### config.mk
export PLATFORM = sky130hd
export DESIGN_NAME = uart_tx_drain_flat
export DESIGN_NICKNAME = d
export VERILOG_FILES = /design/src/rtl/uart_tx_drain_if.sv /design/src/rtl/uart_tx_drain.sv /design/src/flat_wrapper.sv
export SDC_FILE = /design/constraint.sdc
export NUM_CORES = 1
export LEC_CHECK = 0
export CAP_MARGIN = 30
export CORE_MARGIN = 1.5
export CORE_UTILIZATION = 52
export DETAILED_ROUTE_END_ITERATION = 7
export GPL_TIMING_DRIVEN = 0
export PLACE_DENSITY = 0.83
export SETUP_SLACK_MARGIN = 0.15
export SLEW_MARGIN = 10
export SYNTH_ARGS = -nofsm -noshare
export SYNTH_HDL_FRONTEND = slang
export SYNTH_SLANG_ARGS = --single-unit
### constraint.sdc
create_clock -name clk -period 5.9 [get_ports clk]
set_input_delay 0.59 -clock clk [delete_from_list [all_inputs] [get_ports clk]]
set_output_delay 0.59 -clock clk [all_outputs]
set_load 0.02 [all_outputs]
### src/rtl/uart_tx_drain_if.sv
// FIFO read-port bundle between the 8-bit FIFO and the UART transmit drain.
// master: the drain (issues fifo_rd_en); slave: the FIFO (drives empty/data).
interface uart_tx_drain_if;
  logic       fifo_empty;
  logic [7:0] fifo_data;
  logic       fifo_rd_en;

  modport master (
    input  fifo_empty,
    input  fifo_data,
    output fifo_rd_en
  );

  modport slave (
    output fifo_empty,
    output fifo_data,
    input  fifo_rd_en
  );
endinterface

### src/rtl/uart_tx_drain.sv
// uart_tx_drain: pops one byte at a time from the FIFO and shifts it out as a
// UART frame on tx, LSB first (start, 8 data, [parity], stop).
// Optional feature: define UART_TX_PARITY_EN to insert an even-parity bit after
// data bit 7 (11-bit frame). Default build is plain 8N1.
// All outputs are registered: the next-state logic computes the value each
// output must have in the state being entered, and the flops hold it.
module uart_tx_drain #(
  parameter int CLKS_PER_BIT = 868
) (
  input  logic              clk,
  input  logic              rst_n,
  uart_tx_drain_if.master   fifo,
  output logic              tx,
  output logic              busy,
  output logic              frame_done
);

  localparam int CNT_W = (CLKS_PER_BIT > 1) ? $clog2(CLKS_PER_BIT) : 1;
  localparam logic [CNT_W-1:0] CNT_LAST = CNT_W'(CLKS_PER_BIT - 1);

  typedef enum logic [2:0] {
    IDLE   = 3'd0,
    POP    = 3'd1,
    LOAD   = 3'd2,
    START  = 3'd3,
    DATA   = 3'd4,
    PARITY = 3'd5,
    STOP   = 3'd6
  } state_t;

  state_t           state_r, state_s;
  logic [CNT_W-1:0] cnt_r, cnt_s;
  logic [2:0]       idx_r, idx_s;
  logic [7:0]       shift_r, shift_s;
  logic             tx_r, tx_s;
  logic             busy_r, busy_s;
  logic             rd_en_r, rd_en_s;
  logic             done_r, done_s;
  logic             bit_end_s;

`ifdef UART_TX_PARITY_EN
  logic             par_r, par_s;

  // Even parity: the bit that makes the total count of ones even.
  function automatic logic even_parity(input logic [7:0] d);
    return ^d;
  endfunction
`endif

  assign bit_end_s = (cnt_r == CNT_LAST);

  // Next-state, datapath and next-output computation.
  always_comb begin
    state_s = state_r;
    cnt_s   = cnt_r;
    idx_s   = idx_r;
    shift_s = shift_r;
`ifdef UART_TX_PARITY_EN
    par_s   = par_r;
`endif
    case (state_r)
      IDLE: begin
        if (!fifo.fifo_empty) begin
          state_s = POP;
        end else begin
          state_s = IDLE;
        end
      end
      POP: begin
        state_s = LOAD;
      end
      LOAD: begin
        shift_s = fifo.fifo_data;
        cnt_s   = {CNT_W{1'b0}};
        idx_s   = 3'd0;
`ifdef UART_TX_PARITY_EN
        par_s   = even_parity(fifo.fifo_data);
`endif
        state_s = START;
      end
      START: begin
        if (bit_end_s) begin
          cnt_s   = {CNT_W{1'b0}};
          state_s = DATA;
        end else begin
          cnt_s   = cnt_r + 1'b1;
        end
      end
      DATA: begin
        if (bit_end_s) begin
          cnt_s   = {CNT_W{1'b0}};
          shift_s = {1'b0, shift_r[7:1]};
          idx_s   = idx_r + 3'd1;
          if (idx_r == 3'd7) begin
`ifdef UART_TX_PARITY_EN
            state_s = PARITY;
`else
            state_s = STOP;
`endif
          end else begin
            state_s = DATA;
          end
        end else begin
          cnt_s   = cnt_r + 1'b1;
        end
      end
`ifdef UART_TX_PARITY_EN
      PARITY: begin
        if (bit_end_s) begin
          cnt_s   = {CNT_W{1'b0}};
          state_s = STOP;
        end else begin
          cnt_s   = cnt_r + 1'b1;
        end
      end
`endif
      STOP: begin
        if (bit_end_s) begin
          cnt_s   = {CNT_W{1'b0}};
          state_s = IDLE;
        end else begin
          cnt_s   = cnt_r + 1'b1;
        end
      end
      default: begin
        state_s = IDLE;
        cnt_s   = {CNT_W{1'b0}};
        idx_s   = 3'd0;
        shift_s = 8'd0;
      end
    endcase

    // Outputs for the state being entered, so the flops present them in step.
    tx_s    = 1'b1;
    busy_s  = 1'b0;
    rd_en_s = 1'b0;
    done_s  = 1'b0;
    case (state_s)
      IDLE: begin
        tx_s = 1'b1;
      end
      POP: begin
        busy_s  = 1'b1;
        rd_en_s = 1'b1;
      end
      LOAD: begin
        busy_s = 1'b1;
      end
      START: begin
        busy_s = 1'b1;
        tx_s   = 1'b0;
      end
      DATA: begin
        busy_s = 1'b1;
        tx_s   = shift_s[0];
      end
`ifdef UART_TX_PARITY_EN
      PARITY: begin
        busy_s = 1'b1;
        tx_s   = par_s;
      end
`endif
      STOP: begin
        busy_s = 1'b1;
        done_s = (cnt_s == CNT_LAST);
      end
      default: begin
        tx_s = 1'b1;
      end
    endcase
  end

  // State, datapath and registered-output flops; reset parks the line high.
  always_ff @(posedge clk or negedge rst_n) begin
    if (!rst_n) begin
      state_r <= IDLE;
      cnt_r   <= {CNT_W{1'b0}};
      idx_r   <= 3'd0;
      shift_r <= 8'd0;
      tx_r    <= 1'b1;
      busy_r  <= 1'b0;
      rd_en_r <= 1'b0;
      done_r  <= 1'b0;
`ifdef UART_TX_PARITY_EN
      par_r   <= 1'b0;
`endif
    end else begin
      state_r <= state_s;
      cnt_r   <= cnt_s;
      idx_r   <= idx_s;
      shift_r <= shift_s;
      tx_r    <= tx_s;
      busy_r  <= busy_s;
      rd_en_r <= rd_en_s;
      done_r  <= done_s;
`ifdef UART_TX_PARITY_EN
      par_r   <= par_s;
`endif
    end
  end

  assign tx              = tx_r;
  assign busy            = busy_r;
  assign frame_done      = done_r;
  assign fifo.fifo_rd_en = rd_en_r;

endmodule

### src/flat_wrapper.sv
// flat-port wrapper written by rule: the top's interface ports become plain ports
module uart_tx_drain_flat 
#(
  parameter int CLKS_PER_BIT = 868
)
  (clk, rst_n, tx, busy, frame_done, fifo_fifo_empty, fifo_fifo_data, fifo_fifo_rd_en);
  uart_tx_drain_if fifo_i ();
  input  logic clk;
  input  logic rst_n;
  output logic tx;
  output logic busy;
  output logic frame_done;
  input wire logic [$bits(fifo_i.fifo_empty)-1:0] fifo_fifo_empty;
  input wire logic [$bits(fifo_i.fifo_data)-1:0] fifo_fifo_data;
  output wire logic [$bits(fifo_i.fifo_rd_en)-1:0] fifo_fifo_rd_en;
  assign fifo_i.fifo_empty = fifo_fifo_empty;
  assign fifo_i.fifo_data = fifo_fifo_data;
  assign fifo_fifo_rd_en = fifo_i.fifo_rd_en;
  uart_tx_drain #(.CLKS_PER_BIT(CLKS_PER_BIT)) u_core (.clk(clk), .rst_n(rst_n), .fifo(fifo_i), .tx(tx), .busy(busy), .frame_done(frame_done));
endmodule
# Yosys cells after proc, flatten, opt, wreduce, memory -nomap -nowiden

Cells that the tools add are included.

Add/sub/neg operators: 2
Equal/unequal tests: 14
Muxes and demuxes: 16
Bitwise operators: 1
Reduce and logical (&&, ||, !) cells: 6

Operators by type and width:

| cell                                                            | count |
|---|---|
| 8-bit one-hot mux with 3 select lines                           | 1 |
| 10-bit == test, second input constant                           | 2 |
| 10-bit one-hot mux with 2 select lines                          | 1 |
| 3-bit one-hot mux with 6 select lines                           | 1 |
| 3-bit == test, second input constant                            | 5 |
| 3-bit by 2-bit == test with 1-bit output, second input constant | 4 |
| 3-bit 2-to-1 mux                                                | 4 |
| 10-bit by 1-bit adder with 10-bit output, second input constant | 1 |
| 10-bit 2-to-1 mux                                               | 1 |
| 8-bit 2-to-1 mux                                                | 1 |
| 3-bit by 1-bit == test with 1-bit output, second input constant | 2 |
| 3-bit one-hot mux with 2 select lines                           | 1 |
| 5-bit OR reduction                                              | 1 |
| 1-bit 2-to-1 mux                                                | 4 |
| 4-bit OR reduction                                              | 1 |
| 3-bit by 1-bit adder with 3-bit output, second input constant   | 1 |
| 3-bit zero test                                                 | 1 |
| 3-bit OR reduction                                              | 1 |
| 2-bit 2-to-1 mux                                                | 1 |
| 2-bit by 1-bit != test with 1-bit output, second input constant | 1 |
| 1-bit one-hot mux with 2 select lines                           | 1 |
| 2-bit AND reduction                                             | 1 |
| 2-bit OR reduction                                              | 1 |
| 1-bit inverter                                                  | 1 |

Register bits: 28
Input bits: 11
Output and inout port bits: 4
Logic and storage cells: 48

# Longest topological paths before layout

Gate-level depths: netlist of the first run.

Depth after elaboration: 7
Mapped depth: 7
Mapped depth without buffers: 7

# Worst setup path before layout of the first run

Ideal clock, no wire load.

Kind: reg2reg
Start point: register u_core.cnt_r[0]
End point: register u_core.tx_r (netlist: u_core.tx)
Setup time: 0.098 ns
Arrival: 1.979 ns
Required time: 5.802 ns
Path slack: 3.822 ns
Stages on the path, launching flop included: 8
Path buffers: 1
Clock period less this slack: 2.078 ns
Path through: dfrtp_1 ha_1 nor4b_2 and3_1 buf_4 maj3_1 a2111oi_0 a41oi_1

Cells in the longest elaborated chain, start to end: 5
Elaborated cells between the ends (all ways): 10
Classes of those cells: 3 x eq/ne; 7 x mux

Ends and longest elaborated chain:

| item                                                                             | RTL line                                                       | text |
|---|---|---|
| from (decl)                                                                      | uart_tx_drain.sv:32                                            | `logic [CNT_W-1:0] cnt_r, cnt_s;` |
| from (signal assigned)                                                           | uart_tx_drain.sv:177                                           | `cnt_r <= {CNT_W{1'b0}};` |
| from (signal assigned)                                                           | uart_tx_drain.sv:189                                           | `cnt_r <= cnt_s;` |
| 10-bit == test *                                                                 | uart_tx_drain.sv:50                                            | `assign bit_end_s = (cnt_r == CNT_LAST);` |
| 3-bit 2-to-1 mux, on equally long branches                                       | uart_tx_drain.sv:118, uart_tx_drain.sv:82, uart_tx_drain.sv:90 |  |
| 3-bit one-hot mux with 6 select lines                                            | uart_tx_drain.sv:61                                            | `case (state_r)` |
| 3-bit == test / 3-bit by 2-bit == test with 1-bit output (equally long branches) | uart_tx_drain.sv:138                                           | `case (state_s)` |
| 1-bit one-hot mux with 2 select lines *                                          | uart_tx_drain.sv:138                                           |  |
| via u_core.tx_s                                                                  | uart_tx_drain.sv:35                                            | `logic tx_r, tx_s;` |
| to (signal assigned)                                                             | uart_tx_drain.sv:192                                           | `tx_r <= tx_s;` |
| to (decl)                                                                        | uart_tx_drain.sv:35                                            |  |

The timed path passes the listed nets; every way through them passes the cells marked *. The select of a mux whose other input is x is not followed.
A chain may end at the register's enable or synchronous reset.

# Final worst setup path of the first run

Start point: register u_core.cnt_r[0]
End point: register u_core.idx_r[0]

Cells in the longest elaborated chain, start to end: 3

Ends and longest elaborated chain:

| item                                               | RTL line             | text |
|---|---|---|
| 10-bit == test                                     | uart_tx_drain.sv:50  |  |
| 2-bit by 1-bit != test with 1-bit output (no line) | n/a                  |  |
| 2-bit AND reduction (no line)                      | n/a                  |  |
| to (signal assigned)                               | uart_tx_drain.sv:190 | `idx_r <= idx_s;` |
| to (decl)                                          | uart_tx_drain.sv:33  | `logic [2:0] idx_r, idx_s;` |

No other way between the ends.

==> impl_metrics.json, run 1 <==
{
  "routedWlPerCell_um": 16.45,
  "cts_made_buffers": 3,
  "initial_core_util_pct": 54.04,
  "cp_slowest_cell": "sky130_fd_sc_hd__dfrtp_1",
  "design.core.area_um2": 3003,
  "timing_worst_slew_pin_value_ns": 0.8013,
  "timing.clock.skew_ns": 0.002747,
  "syn_nets": 181,
  "critical_path_peak_fanout": 10,
  "remaining_global_route_overflow": 0,
  "tritoncts_num_sinks": 28,
  "gpl.final_weighted_congestion": 0.9465,
  "worst_slew_margin_rel_pct": 46.58,
  "top_cell_type_s_share_of_synthesized_area_pct": 41.63,
  "worst_hold_path_type": "reg -> reg",
  "crit_path_cell_trace": "ha_1 -> nor4b_2 -> nand3_1 -> o21ai_0 -> a21oi_1 -> mux2_2",
  "combPwrFrac_pct": 25.2,
  "cts_root_buffer": "sky130_fd_sc_hd__clkbuf_4",
  "power_w": 0.0004541,
  "grt.total_usage_pct": 22.38,
  "setup_violations": 0,
  "ctsHoldBuffers": 0,
  "layout.cells.most_common_list": "sky130_fd_sc_hd__dfrtp_1, sky130_fd_sc_hd__nand2_1, sky130_fd_sc_hd__clkdlybuf4s50_1, sky130_fd_sc_hd__o21ai_0, sky130_fd_sc_hd__a22o_1",
  "first_global_vias": 1313,
  "setup_total_negative_slack_ns": 0,
  "cp_slowest_stage_delay_ns": 0.49,
  "syn-instance-count": 167,
  "critical_path_arrival_ns": 2.61,
  "postRouteWirelength_um": 3602,
  "avgSynthCellArea_um2": 9.717,
  "nFillCells": 264,
  "tritoncts_clock_tree": "built",
  "num_io_pins": 15,
  "clkLatencyLatePin_ns": 0.32,
  "finalWorstPathRequiredPeriod_ns": 2.384,
  "clock_tree.buffer_depth": 2,
  "placementRows": 20,
  "antenna_cells_inserted": 0,
  "fin_nets": 201,
  "power.clock.fraction_pct": 18.1,
  "drt_iter0_drc": 134,
  "cts_resized": 0,
  "fp.dieW_um": 58.87,
  "worstPathRequired_ns": 6.13,
  "cellLeakagePower_nw": 0.8045,
  "cts.repair_timing.setup_buffer_count": 0,
  "synth_top_cell_by_area": "sky130_fd_sc_hd__dfrtp_1",
  "vdd_drop_max_mv": 0.1411,
  "power_density_nw_per_um2": 244.4,
  "mappedNetlistArea_um2": 1623,
  "synth_cell_type_count": 54,
  "drc": 0,
  "ant_nets": 0,
  "ctsHtreeMaxLevel": 1,
  "timing.max_cap.violations": 0,
  "area_delta_synth_final_pct": 14.49,
  "full_die_area_um2": 3465,
  "io_buffer_count": 14,
  "power_frac_seq_pct": 56.7,
  "achievable-frequency_mhz": 419.5,
  "worst_setup_path_end_kind": "flip-flop",
  "drt_first_pass_iters": 5,
  "antenna_violations_before_repair": 0,
  "status": "complete, no violations",
  "yosysWarningCount": 0,
  "drive_gt1_share_pct": 9.140,
  "yosys_register_bits": 28,
  "dieHeight_um": 58.87,
  "rsz0062_at_grt": "no",
  "ys_seq_area_share_pct": 43.25,
  "drt-vias-per-instance": 6.539,
  "grt_pass1_wl_um": 5996,
  "hold_viol_final": 0,
  "grt_start_max_net_pins": 19,
  "switchingPower_w": 0.0001551,
  "ys.flop_type": "sky130_fd_sc_hd__dfrtp_1",
  "vias": 1432,
  "worstSetupStartpointType": "flip-flop",
  "fin_crit_sh_pct": 40.40,
  "netSwitchingFraction_pct": 34.15,
  "final_common_cell": "sky130_fd_sc_hd__dfrtp_1",
  "async_s_r_ff_share_synth_pct": 100.0,
  "maxSlewViolCount": 0,
  "worst-setup-path-type": "reg -> reg",
  "number_of_enable_flip_flop_cells_after_synthesis": 0,
  "hpwl_um": 2615,
  "yosys-top-cells-area": "sky130_fd_sc_hd__dfrtp_1, sky130_fd_sc_hd__a22o_1, sky130_fd_sc_hd__o21ai_0",
  "p_int_w": 0.0002990,
  "clock_pin_transition_on_the_worst_setup_and_hold_timing_paths_ns": 0.15
}
==> through the flow <==
stage | util, % | std cells | instance area (um2) | setup WS, ns | hold slack [ns]
after CTS | 61.88 | 219 | 1858 | 3.534 | 0.5030
final | 61.88 | 219 | 1858 | 3.516 | 0.5012
after detailed placement | 61.00 | 215 | 1832 | 3.573 | 0.4684
after global placement | 60.08 | 214 | 1804 | 3.638 | 0.4603
after global routing | 61.88 | 219 | 1858 | 3.318 | 0.5344
after floorplan | - | 167 | 1623 | 3.822 | 0.2944
==> sequential cells by signal (all words and copies together) (netlist names) <==
register / count
u_core.cnt_r: 10
u_core.shift_r: 8
u_core.idx_r: 3
u_core.state_r: 3
u_core.busy: 1
u_core.fifo.fifo_rd_en: 1
u_core.frame_done: 1
u_core.tx: 1
==> final cells by class <==
cell class              count  area, um2  area share (%)
repair buffers             15      167.7           9.024
inverters                   7      26.28           1.414
well taps                  33      41.29           2.222
flip-flops and latches     28      701.9           37.78
clock buffers               4      26.28           1.414
plain buffers               8      35.03           1.886
multi-input cells         124      859.6           46.26
==> path summary, 6_finish.rpt <==
check,startpoint,end,slack [ns],cells past startpoint
min reg2reg,u_core.shift_r[1],u_core.shift_r[1],0.50,1
max reg2reg,u_core.cnt_r[0],u_core.idx_r[0],3.52,6
max in group asynchronous,rst_n,u_core.shift_r[4],4.79,2
min,u_core.shift_r[1],u_core.shift_r[1],0.50,1
max,u_core.cnt_r[0],u_core.idx_r[0],3.52,6
min in group asynchronous,rst_n,u_core.cnt_r[3],0.62,1
==> per-layer routing <==
metal	track usage (%)	vias to the layer above	part of all wire, %
li1	-	669	-
met1	31.79	721	47
met2	36.03	40	49
met3	1.978	2	3.5
met4	7.468	0	0.47
met5	0	-	0
==> power groups by stage <==
stage / clock, W / sequential [W] / combinational, W
after floorplan: 0 / 0.000249 / 0.0000838
after global placement: 0 / 0.000256 / 0.000105
after detailed placement: 0 / 0.000260 / 0.000113
after CTS: 0.0000847 / 0.000256 / 0.000114
after global routing: 0.0000925 / 0.000261 / 0.000128
final: 0.0000822 / 0.000257 / 0.000115
==> worst max-delay path, delay by kind of cell (launching register included) <==
family                   cells  cell delay, ns
multiplexers                 1            0.35
AND/OR/NAND/NOR              2            0.67
adder cells (fa/ha/maj)      1            0.31
flip-flops                   1            0.49
AO/OA/AOI/OAI                2            0.47
==> kinds of logic after synthesis <==
kind of cell | count (synthesis) | share of synthesized area, %
buffers and inverters | 15 | 3.778
AO/OA/AOI/OAI | 58 | 25.60
flip-flops | 28 | 43.25
AND/OR/NAND/NOR | 58 | 21.59
adder cells (fa/ha/maj) | 4 | 2.930
multiplexers | 4 | 2.852
==> synthesized netlist by cell type (all sizes together) (2+ instances only) <==
cell type  number
nor3b           3
a32o            2
nand2          14
nand3           4
or3             2
a21o            8
o21ai          13
nor2            6
a31oi           3
nor2b           4
o211ai          2
dfrtp          27
buf             2
and3            2
nor4b           2
a211oi          2
nor3            4
o31ai           3
a21oi           5
nand2b          2
ha              3
inv             7
clkbuf          6
mux2i           2
mux2            2
or2             3
a22o            9
nand3b          2
nand4           2
and2            3
Power figures use the tool's default switching activity.
==> inputs of run 2 (changes only) <==
clock period = 2.3 ns   (was 5.9 ns; I/O delays follow)
==> run 2 against run 1 <==
Net effect:
- maximum frequency rose by 12%
- global-route usage up 0.92 points
- critical path depth grew 1
- design area grew 4.7%
- sequential share of layout area down 1.6 points
- combinational power grew to 3.0 times the previous value
==> impl_metrics.json, run 2 (synthesized netlist as in run 1, its figures left out) <==
{
  "status": "complete, no violations",
  "dieHeight_um": 58.87,
  "remaining_global_route_overflow": 0,
  "vdd_drop_max_mv": 0.3460,
  "combPwrFrac_pct": 28.6,
  "worstSetupStartpointType": "flip-flop",
  "area_delta_synth_final_pct": 19.89,
  "power_density_nw_per_um2": 626.7,
  "hpwl_um": 2615,
  "worst-setup-path-type": "reg -> reg",
  "hold_viol_final": 0,
  "largest_register": "u_core.cnt_r",
  "timing.max_cap.violations": 0,
  "cts_root_buffer": "sky130_fd_sc_hd__clkbuf_4",
  "critical_path_arrival_ns": 2.39,
  "vias": 1483,
  "cts_made_buffers": 3,
  "switchingPower_w": 0.0004229,
  "grt.total_usage_pct": 23.30,
  "largest_register_ff_count": 10,
  "final_common_cell": "sky130_fd_sc_hd__dfrtp_1",
  "grt_pass1_wl_um": 6203,
  "design.core.area_um2": 3003,
  "cellLeakagePower_nw": 0.8524,
  "met3RoutedLength_um": 179,
  "timing_worst_slew_pin_value_ns": 0.7792,
  "p_int_w": 0.0007964,
  "routedWlPerCell_um": 17.57,
  "nFillCells": 245,
  "layout.cells.most_common_list": "sky130_fd_sc_hd__dfrtp_1, sky130_fd_sc_hd__nand2_1, sky130_fd_sc_hd__clkdlybuf4s50_1, sky130_fd_sc_hd__o21ai_0, sky130_fd_sc_hd__a22o_1",
  "fin_nets": 204,
  "placementRows": 20,
  "num_io_pins": 15,
  "worst_setup_path_end_kind": "flip-flop",
  "critical_path_peak_fanout": 10,
  "finalWorstPathRequiredPeriod_ns": 2.133,
  "worst_hold_path_type": "in -> async",
  "dr.max_layer_used": "met4",
  "clock_tree.buffer_depth": 2,
  "power_frac_seq_pct": 53.7,
  "total_met2_wirelength_after_detailed_routing_um": 1914,
  "io_buffer_count": 14,
  "power.clock.fraction_pct": 17.7,
  "drt-vias-per-instance": 6.680,
  "netSwitchingFraction_pct": 34.68,
  "fp.dieW_um": 58.87,
  "grt_start_max_net_pins": 19,
  "maxSlewViolCount": 0,
  "setup_violations": 0,
  "post_route_m1_wl_um": 1716,
  "multi_input_area_um2": 920.9,
  "ctsHtreeMaxLevel": 1,
  "clock_pin_transition_on_the_worst_setup_and_hold_timing_paths_ns": 0.15,
  "ant_nets": 0,
  "clkLatencyLatePin_ns": 0.33,
  "fin_crit_sh_pct": 92.75,
  "antenna_violations_before_repair": 0,
  "drive_gt1_share_pct": 15.87,
  "full_die_area_um2": 3465,
  "tritoncts_clock_tree": "built",
  "gpl.final_weighted_congestion": 0.9465,
  "achievable-frequency_mhz": 468.8,
  "antenna_cells_inserted": 0,
  "initial_core_util_pct": 54.04,
  "layout_top_registers": "u_core.cnt_r: 10 flops, u_core.shift_r: 8 flops",
  "drt_first_pass_iters": 4,
  "postRouteWirelength_um": 3900,
  "final-seq-area_um2": 703.2,
  "rsz0062_at_grt": "yes",
  "whs_ns": 0.2530,
  "timing.clock.skew_ns": 0.004736,
  "worstPathRequired_ns": 2.56,
  "drt_iter0_drc": 132,
  "drc": 0,
  "final_util_pct": 64.79,
  "tritoncts_num_sinks": 28,
  "first_global_vias": 1335,
  "worst_slew_margin_rel_pct": 48.05
}
run 2: changes by cell type in the layout (fill, tap and decap cells not counted), sizes merged:
cell / previous run / this run
buf: 3 / 6
run 2: path summary, 6_finish.rpt:
kind	startpoint	cells after the start	slack (ns)	to
max	u_core.cnt_r[0]	7	0.17	u_core.tx
min	rst_n	1	0.25	u_core.cnt_r[3]
max reg2reg	u_core.cnt_r[0]	7	0.17	u_core.tx
min reg2reg	u_core.shift_r[1]	1	0.50	u_core.shift_r[1]
max in group asynchronous	rst_n	2	1.55	u_core.cnt_r[0]
min in group clk	fifo_fifo_empty	2	0.49	u_core.fifo.fifo_rd_en
run 2: area by class of cell:
type / instances / area share, %
Timing Repair Buffer: 18 / 9.775
Clock buffer: 4 / 1.350
Buffer: 8 / 1.929
Inverter: 7 / 1.350
Sequential cell: 28 / 36.14
Tap cell: 33 / 2.122
Multi-Input combinational cell: 124 / 47.33
run 2: what timing repair did:
| item | 4_1_cts | 5_1_grt |
|---|---|---|
| resized for setup | 4 | 13 |
| setup endpoints to repair | 18 | 15 |
| gates cloned | 0 | 0 |
| buffers inserted | 1 | 2 |
| hold buffers | 0 | 0 |
| pin swaps | 0 | 1 |
run 2: per-layer routing:
metal	vias to the layer above	track usage (%)
li1	679	-
met1	743	32.63
met2	49	38.25
met3	12	1.978
met4	0	7.468
met5	-	0
run 2: through the flow:
step	TNS [ns]	std cells	cell area [um2]	setup WS, ns	power, W
after floorplan	0	167	1623	0.2224	0.0008532
after global routing	0	222	1946	0.03314	0.001288
final	0	222	1946	0.1667	0.001219
after global placement	0	214	1804	0.03786	0.0009264
after detailed placement	-0.03284	215	1832	-0.02732	0.0009563
after CTS	0	220	1879	0.1614	0.001189
run 2: critical path, stage by stage (launching register included):
cell and delay, ns:
sky130_fd_sc_hd__dfrtp_2 0.41, sky130_fd_sc_hd__ha_2 0.24, sky130_fd_sc_hd__nor4b_4 0.35, sky130_fd_sc_hd__and3_1 0.22
sky130_fd_sc_hd__buf_4 0.18, sky130_fd_sc_hd__nand2_1 0.10, sky130_fd_sc_hd__mux2_4 0.33, sky130_fd_sc_hd__a41oi_1 0.22
run 2: power by group through the flow:
| stage | clock [W] | sequential (W) | combinational, W |
|---|---|---|---|
| floorplan | 0 | 0.000638 | 0.000215 |
| global placement | 0 | 0.000658 | 0.000268 |
| detailed placement | 0 | 0.000667 | 0.000289 |
| CTS | 0.000217 | 0.000660 | 0.000312 |
| global route | 0.000237 | 0.000665 | 0.000385 |
| finish | 0.000216 | 0.000655 | 0.000349 |
